`config.mk`:
```
export PLATFORM = sky130hd
export DESIGN_NAME = ram_1port_be
export DESIGN_NICKNAME = d
export VERILOG_FILES = /design/src/rtl/ram_1port_be.sv
export SDC_FILE = /design/constraint.sdc
export NUM_CORES = 2
export LEC_CHECK = 0
export BUFFER_PORTS_ARGS = -buffer_cell sky130_fd_sc_hd__buf_4
export CORE_UTILIZATION = 25
export CTS_CLUSTER_DIAMETER = 30
export DETAILED_ROUTE_END_ITERATION = 8
export SLEW_MARGIN = 10
export SYNTH_ARGS = -nofsm -noshare
export SYNTH_HDL_FRONTEND = slang
export SYNTH_SLANG_ARGS = --single-unit
```
`constraint.sdc`:
```
create_clock -name i_Clk -period 7.1 [get_ports i_Clk]
set_clock_uncertainty 0.2 [all_clocks]
set_input_delay 0.355 -clock i_Clk [delete_from_list [all_inputs] [get_ports i_Clk]]
set_output_delay 0.355 -clock i_Clk [all_outputs]
set_load 0.05 [all_outputs]
```
`src/rtl/ram_1port_be.sv`:
```
// ram_1port_be
//   Single-port RAM with byte-write enables, a 1..3 cycle read pipeline,
//   selectable read-during-write behaviour and a clear engine that zeroes
//   every word after reset or when i_Clear is pulsed.
//
//   Optional feature macro: RAM_PARITY_EN
//     defined   : one even-parity bit stored per byte, checked on read
//     undefined : no parity storage, o_Parity_Err is constant 0
//
// Ports
//   i_Clk        clock, rising edge
//   i_Rst_L      asynchronous active-low reset
//   i_Addr       shared read/write word address
//   i_Wr_DV      write strobe
//   i_Wr_Data    write data
//   i_Wr_BE      byte enables, bit n gates i_Wr_Data[8n+7:8n]
//   i_Rd_En      read request
//   i_Clear      pulse: restart the clear engine
//   o_Rd_DV      read data valid pulse, RD_LATENCY cycles after acceptance
//   o_Rd_Data    read data, held between o_Rd_DV pulses
//   o_Busy       clear engine running, user accesses ignored
//   o_Parity_Err parity mismatch qualified by o_Rd_DV
module ram_1port_be #(
    parameter int WIDTH      = 16,
    parameter int DEPTH      = 256,
    parameter int RD_LATENCY = 1,
    parameter int RDW_MODE   = 0,
    localparam int AW        = (DEPTH > 1) ? $clog2(DEPTH) : 1
) (
    input  logic               i_Clk,
    input  logic               i_Rst_L,
    input  logic [AW-1:0]      i_Addr,
    input  logic               i_Wr_DV,
    input  logic [WIDTH-1:0]   i_Wr_Data,
    input  logic [WIDTH/8-1:0] i_Wr_BE,
    input  logic               i_Rd_En,
    input  logic               i_Clear,
    output logic               o_Rd_DV,
    output logic [WIDTH-1:0]   o_Rd_Data,
    output logic               o_Busy,
    output logic               o_Parity_Err
);

    localparam int NB = WIDTH / 8;
`ifdef RAM_PARITY_EN
    localparam int MEM_W = WIDTH + NB;
`else
    localparam int MEM_W = WIDTH;
`endif
    localparam logic [AW-1:0] LAST_ADDR = AW'(DEPTH - 1);

    typedef enum logic {ST_CLEAR, ST_IDLE} state_t;

    // Stored word layout: {parity[NB-1:0], data[WIDTH-1:0]} (parity only when enabled)
    logic [MEM_W-1:0] mem [DEPTH];

    state_t           state_q;
    logic [AW-1:0]    clr_cnt_q;
    logic             busy_q;

    logic             idle;
    logic             addr_ok;
    logic             rd_accept_d;
    logic [MEM_W-1:0] wr_word_d;
    logic [MEM_W-1:0] rd_raw_d;
    logic [MEM_W-1:0] rd_word_d;
    logic             perr_d;

    logic             mem_we_d;
    logic [AW-1:0]    mem_addr_d;
    logic [NB-1:0]    mem_be_d;
    logic [MEM_W-1:0] mem_wdata_d;

    logic [RD_LATENCY-1:0] vld_p_q;
    logic [RD_LATENCY-1:0] perr_p_q;
    logic [WIDTH-1:0]      data_p_q [RD_LATENCY];

    // Builds the stored word; each parity bit makes its byte's bit count even.
    function automatic logic [MEM_W-1:0] gen_word(input logic [WIDTH-1:0] d);
        logic [MEM_W-1:0] w;
        w = '0;
        w[WIDTH-1:0] = d;
`ifdef RAM_PARITY_EN
        for (int n = 0; n < NB; n++) begin
            w[WIDTH+n] = ^d[8*n +: 8];
        end
`endif
        return w;
    endfunction

    function automatic logic chk_word(input logic [MEM_W-1:0] w);
        logic err;
        err = 1'b0;
`ifdef RAM_PARITY_EN
        for (int n = 0; n < NB; n++) begin
            err = err | (^{w[WIDTH+n], w[8*n +: 8]});
        end
`else
        err = ^w & 1'b0;
`endif
        return err;
    endfunction

    assign idle    = (state_q == ST_IDLE);
    // Only matters for non-power-of-2 DEPTH, where the top addresses are holes.
    assign addr_ok = (32'(i_Addr) < 32'(DEPTH));

    always_comb begin
        wr_word_d   = gen_word(i_Wr_Data);
        mem_we_d    = 1'b0;
        mem_addr_d  = i_Addr;
        mem_be_d    = '0;
        mem_wdata_d = '0;
        if (!idle) begin
            // Clear engine owns the port; all-zero data has parity 0 as well.
            mem_we_d   = 1'b1;
            mem_addr_d = clr_cnt_q;
            mem_be_d   = '1;
        end else if (i_Wr_DV && addr_ok) begin
            mem_we_d    = 1'b1;
            mem_be_d    = i_Wr_BE;
            mem_wdata_d = wr_word_d;
        end
    end

    always_comb begin
        rd_accept_d = idle && i_Rd_En;
        rd_raw_d    = addr_ok ? mem[i_Addr] : '0;
        rd_word_d   = rd_raw_d;
        if ((RDW_MODE == 1) && i_Wr_DV && addr_ok) begin
            for (int n = 0; n < NB; n++) begin
                if (i_Wr_BE[n]) begin
                    rd_word_d[8*n +: 8] = wr_word_d[8*n +: 8];
`ifdef RAM_PARITY_EN
                    rd_word_d[WIDTH+n] = wr_word_d[WIDTH+n];
`endif
                end
            end
        end
        perr_d = chk_word(rd_word_d);
    end

    // Array write port: no reset so the array maps onto block RAM.
    always_ff @(posedge i_Clk) begin
        if (mem_we_d) begin
            for (int n = 0; n < NB; n++) begin
                if (mem_be_d[n]) begin
                    mem[mem_addr_d][8*n +: 8] <= mem_wdata_d[8*n +: 8];
`ifdef RAM_PARITY_EN
                    mem[mem_addr_d][WIDTH+n] <= mem_wdata_d[WIDTH+n];
`endif
                end
            end
        end
    end

    always_ff @(posedge i_Clk or negedge i_Rst_L) begin
        if (!i_Rst_L) begin
            state_q   <= ST_CLEAR;
            clr_cnt_q <= '0;
            busy_q    <= 1'b1;
        end else begin
            case (state_q)
                ST_CLEAR: begin
                    if (clr_cnt_q == LAST_ADDR) begin
                        state_q   <= ST_IDLE;
                        clr_cnt_q <= '0;
                        busy_q    <= 1'b0;
                    end else begin
                        clr_cnt_q <= clr_cnt_q + AW'(1);
                    end
                end
                ST_IDLE: begin
                    if (i_Clear) begin
                        state_q   <= ST_CLEAR;
                        clr_cnt_q <= '0;
                        busy_q    <= 1'b1;
                    end
                end
            endcase
        end
    end

    // Stage p0 captures at the accepting edge; later stages only load behind a
    // valid, so the last stage (the output) holds between pulses.
    always_ff @(posedge i_Clk or negedge i_Rst_L) begin
        if (!i_Rst_L) begin
            vld_p_q  <= '0;
            perr_p_q <= '0;
            for (int i = 0; i < RD_LATENCY; i++) begin
                data_p_q[i] <= '0;
            end
        end else begin
            vld_p_q[0] <= rd_accept_d;
            if (rd_accept_d) begin
                data_p_q[0] <= rd_word_d[WIDTH-1:0];
                perr_p_q[0] <= perr_d;
            end
            for (int i = 1; i < RD_LATENCY; i++) begin
                vld_p_q[i] <= vld_p_q[i-1];
                if (vld_p_q[i-1]) begin
                    data_p_q[i] <= data_p_q[i-1];
                    perr_p_q[i] <= perr_p_q[i-1];
                end
            end
        end
    end

    assign o_Rd_DV      = vld_p_q[RD_LATENCY-1];
    assign o_Rd_Data    = data_p_q[RD_LATENCY-1];
    assign o_Parity_Err = vld_p_q[RD_LATENCY-1] & perr_p_q[RD_LATENCY-1];
    assign o_Busy       = busy_q;

endmodule

```
### Word level (Yosys, flattened, before mapping)

Memories as Yosys holds them, arrays and structs flattened. A register that Yosys moved wholly into a read port is not among the register bits.
Cells that the tools add are included.

* register bits after elaboration: 11
* RAM bits: 4096
* input port bits: 31
* output and inout port bits: 19
* word-level logic and storage cells: 35
* memories kept: 1

* add/subtract/negate cells: 1
* eq/ne operators: 3
* multiplexer cells: 22
* bitwise operators: 1
* reduce and logical (&&, ||, !) cells: 3

Memory list
* mem: depth 256, bits a word 16, rd ports 1, clocked after memory_dff 1, write ports 1, RTL line 55 `logic [MEM_W-1:0] mem [DEPTH];`

Operators by type and width (number)
* two-way mux 16 bit: 2
* two-way mux 8 bit: 3
* one-hot mux 8 bit (2 select lines): 1
* two-way mux 1 bit: 12
* adder 8 x 1 -> 8 bit, second input constant: 1
* == test 8 bit, second input constant: 1
* two-way mux 2 bit: 2
* inequality test 2 bit, second input constant: 2
* one-hot mux 1 bit (2 select lines): 2
* AND reduction 2 bit: 1
* logical AND 1 bit: 1
* logical NOT 1 bit: 1
* inverter 1 bit: 1

### Logic depth before layout (Yosys ltp)

* word-level depth: 5
* gate-level depth with buffers: 13
* mapped depth without buffers: 8

### Worst setup path after synthesis

No wires, ideal clock.

* path type: register to register
* start point: register state_q (netlist: idle)
* end point: memory mem[0][12] (netlist name), data pin
* library setup time: 0.873 ns
* arrival: 4.546 ns
* required time: 6.027 ns
* setup slack: 1.481 ns
* stages on the path, launching flop included: 5
* buffers on the path: 3
* period minus slack after synthesis: 5.619 ns
* path through: dfrtp_1 clkbuf_1 clkbuf_1 clkbuf_1 and3_1

* longest elaborated chain between the ends: 1

Ends and longest elaborated chain
* from (decl): RTL line 57 `state_t state_q;`
* from (signal assigned): RTL line 159 `state_q <= ST_CLEAR;`
* from (signal assigned): RTL line 166 `state_q <= ST_IDLE;`
* from (signal assigned): RTL line 175 `state_q <= ST_CLEAR;`
* two-way mux 16 bit: RTL line 114 `if (!idle) begin`
* net mem_wdata_d[12]: RTL line 72 `logic [MEM_W-1:0] mem_wdata_d;`
* to (decl): RTL line 55

The timed path passes the listed nets, and every way through them passes these cells.

### Worst setup path in the final report

* start point: register state_q (netlist: idle)
* end point: memory mem[174][8] (netlist name) (enable)

* longest elaborated chain between the ends: 4
* elaborated cells on any way between the ends: 6
* classes of those cells: 6 x mux

Ends and longest elaborated chain
* two-way mux 2 bit: RTL line 114
* two-way mux 1 bit: RTL line 147 `if (mem_be_d[n]) begin`
* two-way mux 1 bit: RTL line 145 `if (mem_we_d) begin`
* two-way mux 1 bit (implied by the code): RTL line 148 `mem[mem_addr_d][8*n +: 8] <= mem_wdata_d[8*n +: 8];`

Several ways; a longest one is shown, not always the timed one.

==> results.rst <==
.. list-table::
   :header-rows: 1

   * - Metric
     - Value
   * - Via/cell ratio
     - approximately 4.8
   * - Leak
     - around 65 nW
   * - Total standard cell area after synthesis
     - around 0.16 mm²
   * - Endpoint of the most critical register-to-register path
     - mem[174][8]
   * - Power density over the cells
     - 334 mW/mm²
   * - Final setup TNS
     - 0 ns
   * - R2R depth
     - 4
   * - Required time of the critical path
     - approximately 7.5 ns
   * - Area occupied by multi-input gates
     - 0.0343 mm²
   * - Distinct cell type count of the synthesized netlist
     - 77
   * - Ports
     - 50
   * - Gate family responsible for the most delay along the worst path
     - simple AND/OR/NAND/NOR gates
   * - Portion of synthesized cell area occupied by the leading cell type
     - between 70% and 80%
   * - Latest clock arrival within the worst-skew pair
     - about 1.0 ns
   * - Startpoint of the worst-slack reg-to-reg timing path
     - idle
   * - Yosys Warn Count
     - 0
   * - Cell-by-cell listing of the critical path
     - mux2_2 -> nor2_1 -> nand2_1 -> nor2_1
   * - Via count of the first global-routing pass
     - ~84000
   * - Net total in the final layout
     - around 8400
   * - Placement Rows
     - between 200 and 300
   * - Final setup violation count
     - 0
   * - Mapped Nets
     - approximately 8000
   * - Max stage delay cell, worst path
     - sky130_fd_sc_hd__nor2_1
   * - I/O Buffers
     - 48
   * - Starting density of the core
     - roughly a quarter
   * - Startpoint of the tightest hold check path
     - i_Addr[3]
   * - Launch point of the worst path
     - idle
   * - Largest buffer count on any clock path
     - 4
   * - Slowest cell delay on critical path
     - 0.96 ns
   * - Leading cell types by total area after synthesis
     - sky130_fd_sc_hd__edfxtp_1, sky130_fd_sc_hd__mux4_2, sky130_fd_sc_hd__mux2i_1
   * - Clock sink total
     - 4123
   * - Endpoint kind of the worst setup timing path
     - flip-flop
   * - Sequential share of the synthesized area
     - 76.6%
   * - Slew at the pin closest to its max-slew limit
     - about 1.3 ns
   * - WP data arrival
     - roughly 5.1 ns
   * - First-pass iteration count of the detailed router
     - 5
   * - Hold Crit Endpoint
     - o_Rd_Data[12]
   * - Worst min-delay path category
     - input pin to flip-flop
   * - Clock Pin Slew Worst Setup and Hold Paths
     - approximately 0.050 ns
   * - Final period util
     - roughly two thirds
   * - Number of cells on the worst hold path
     - 3
   * - FMAX
     - roughly 0.22 GHz
   * - Global placer's final weighted congestion
     - between 0.8 and 0.9
   * - GRT Resource Usage Total
     - a little over an eighth
   * - EDFF count, synth
     - 4096
   * - Nature of the critical path startpoint
     - flip-flop
   * - Main synth FF type
     - sky130_fd_sc_hd__edfxtp_1
   * - Max VDD drop
     - approximately 0.27 mV
   * - Buffer cell driving the clock tree root
     - sky130_fd_sc_hd__clkbuf_16
   * - Final core utilization
     - around 30%
   * - Maximum number of pins on one net before global-route repair
     - ~200
   * - Post-synthesis async set-or-reset flop share
     - less than 1%
   * - Global-route wire length before repair
     - approximately 640000 µm
   * - Fin crit period
     - ~4.6 ns
   * - Number of buffers added by the clock tree synthesis step
     - about 700
   * - Total area of sequential cells
     - between 0.1 and 0.15 mm²
   * - Violation count after the first detailed-routing iteration
     - between 10000 and 15000
   * - Most common cell in the netlist
     - sky130_fd_sc_hd__edfxtp_1
   * - Antenna Violating Nets Remaining
     - 0
   * - Setup repair after global routing missed its margin
     - false
   * - Mean instance size in the synthesized netlist
     - a little over 20 µm²
   * - Antenna violations before repair
     - 29
   * - Cell type with the highest aggregate area in the netlist
     - sky130_fd_sc_hd__edfxtp_1
   * - Most numerous cell types in the synthesized netlist
     - sky130_fd_sc_hd__edfxtp_1, sky130_fd_sc_hd__mux4_2, sky130_fd_sc_hd__mux2i_1
   * - HPWL after detailed placement
     - 272000 µm
   * - Cell seen most often among critical-path stages
     - sky130_fd_sc_hd__nor2_1
   * - Filler Cell Count
     - about 61000
   * - Placement-stage worst setup slack
     - 2.01 ns
   * - Detailed-route wire length
     - 458000 µm
   * - Peak fanout along the critical path
     - slightly above 40
   * - Max-cap violation count
     - 0
   * - Vertical die dimension
     - just over 800 µm
   * - Max transition margin
     - a little over an eighth
   * - Count of vias placed by the detailed router
     - between 80000 and 90000
   * - Endpoints failing hold
     - 0
   * - Type of the worst setup path
     - flip-flop to flip-flop
   * - Crit path buf inv count
     - 0
   * - Number of instances in the synthesized netlist
     - approximately 8000
   * - Die Footprint
     - between 0.6 and 0.7 mm²
   * - Least setup slack across all paths after layout
     - around 2.5 ns
   * - Area delta synth->final
     - 21.1%
   * - Drc violations
     - 0
   * - Count of pins over their slew limit
     - 0
   * - Wire length per cell
     - between 20 and 30 µm
   * - Clock tree from TritonCTS
     - built
   * - Total number of H-tree levels
     - 6
   * - Die Wd
     - 805 µm
   * - Core region area
     - between 0.6 and 0.7 mm²
   * - Count of buffers added by post-CTS timing repair for setup
     - 0
   * - Leftover overflow at the end of global routing
     - 0
   * - Register-to-Register Setup Slack
     - roughly 2.5 ns
   * - Fraction of layout cells with a size suffix above 1
     - 23.7%
   * - Flop and latch count out of synthesis
     - 4123
   * - Outcome
     - finished clean
[final cells by class]
| type | instances | share of cell area, % |
|---|---|---|
| Antenna cell | 20 | 0.0256 |
| Multi-Input combinational cell | 3318 | 17.6 |
| Sequential cell | 4123 | 63.3 |
| Clock buffer | 772 | 9.12 |
| Timing Repair Buffer | 251 | 1.26 |
| Inverter | 6 | 0.0166 |
| Clock inverter | 514 | 3.21 |
| Tap cell | 8584 | 5.50 |
[through the flow]
stage / hold slack, ns / total power [W] / cells / instance area (µm²)
after global routing: 0.0740 / 0.0667 / 17573 / 195000
after CTS: 0.00633 / 0.0654 / 17568 / 195000
final: 0.0785 / 0.0652 / 17588 / 195000
after global placement: 0.242 / 0.0314 / 16254 / 171000
after floorplan: -0.141 / 0.0296 / 7953 / 161000
after detailed placement: 0.228 / 0.0315 / 16256 / 171000
[power breakdown]
part	internal, W	total [W]	switching (W)
registers	0.0269	0.0271	0.000170
clock network	0.0220	0.0341	0.0121
logic	0.000948	0.00397	0.00302
total	0.0499	0.0652	0.0153
[flip-flops by register name (all words and copies together) (netlist names)]
register and flops:
clr_cnt_q 8, o_Busy 1, mem 4096, o_Rd_Data 16, idle 1, o_Rd_DV 1
[routing by layer]
metal / GRT usage [%] / vias to the layer above / routed length [µm]
li1: - / 34207 / -
met1: 18.3 / 44569 / 184000
met2: 21.2 / 4514 / 211000
met3: 3.31 / 800 / 45300
met4: 5.15 / 6 / 17300
met5: 0 / - / 40
[placed cells by master, fill, tap and decap left out, types with 53 or more instances in the layout]
master                      count
sky130_fd_sc_hd__mux4_1        56
sky130_fd_sc_hd__inv_6         65
sky130_fd_sc_hd__o21ai_0      108
sky130_fd_sc_hd__clkbuf_1      68
sky130_fd_sc_hd__nand2_1      252
sky130_fd_sc_hd__clkinv_2      95
sky130_fd_sc_hd__a21oi_1      121
sky130_fd_sc_hd__nor3_1        55
sky130_fd_sc_hd__edfxtp_1    4096
sky130_fd_sc_hd__mux4_2       679
sky130_fd_sc_hd__a22oi_1       77
sky130_fd_sc_hd__bufinv_16    103
sky130_fd_sc_hd__clkbuf_16    699
sky130_fd_sc_hd__clkinv_4      53
sky130_fd_sc_hd__buf_4        184
sky130_fd_sc_hd__mux2i_1      654
sky130_fd_sc_hd__o22ai_1      178
sky130_fd_sc_hd__o221ai_1     124
sky130_fd_sc_hd__clkinv_1     104
sky130_fd_sc_hd__nor2_1       566
[kinds of logic (layout without fill, tap and decap cells)]
logic type	after synthesis	count (layout)	share of synthesized area, %
XOR/XNOR	4	4	0.0217
buffers and inverters	512	1543	2.31
AND/OR/NAND/NOR	1041	1041	2.68
other	1	21	0.00232
flip-flops	4123	4123	76.6
multiplexers	1412	1412	14.6
adder cells (fa/ha/maj)	1	1	0.00775
AO/OA/AOI/OAI	859	859	3.74
[tightest hold or removal path: cells and delay by family]
family / cells / cell delay [ns]
AOI/OAI and AO/OA: 2 / 0.51
buffers and inverters: 1 / 0.38
[repair_timing]
| item | 4_1_cts | 5_1_grt |
|---|---|---|
| endpoints found under the hold margin | 764 | 0 |
| resized for setup | 0 | 0 |
| hold buffers | 26 | 0 |
[worst max path at each step]
stage,to,slack (ns),depth (start not counted)
detailed placement,o_Rd_Data[0],2.01,9
global placement,o_Rd_Data[9],1.66,7
global route,mem[174][8],2.39,4
floorplan,mem[0][12],1.48,4
finish,mem[174][8],2.47,4
CTS,mem[174][8],2.48,4
Power figures use the tool's default switching activity.
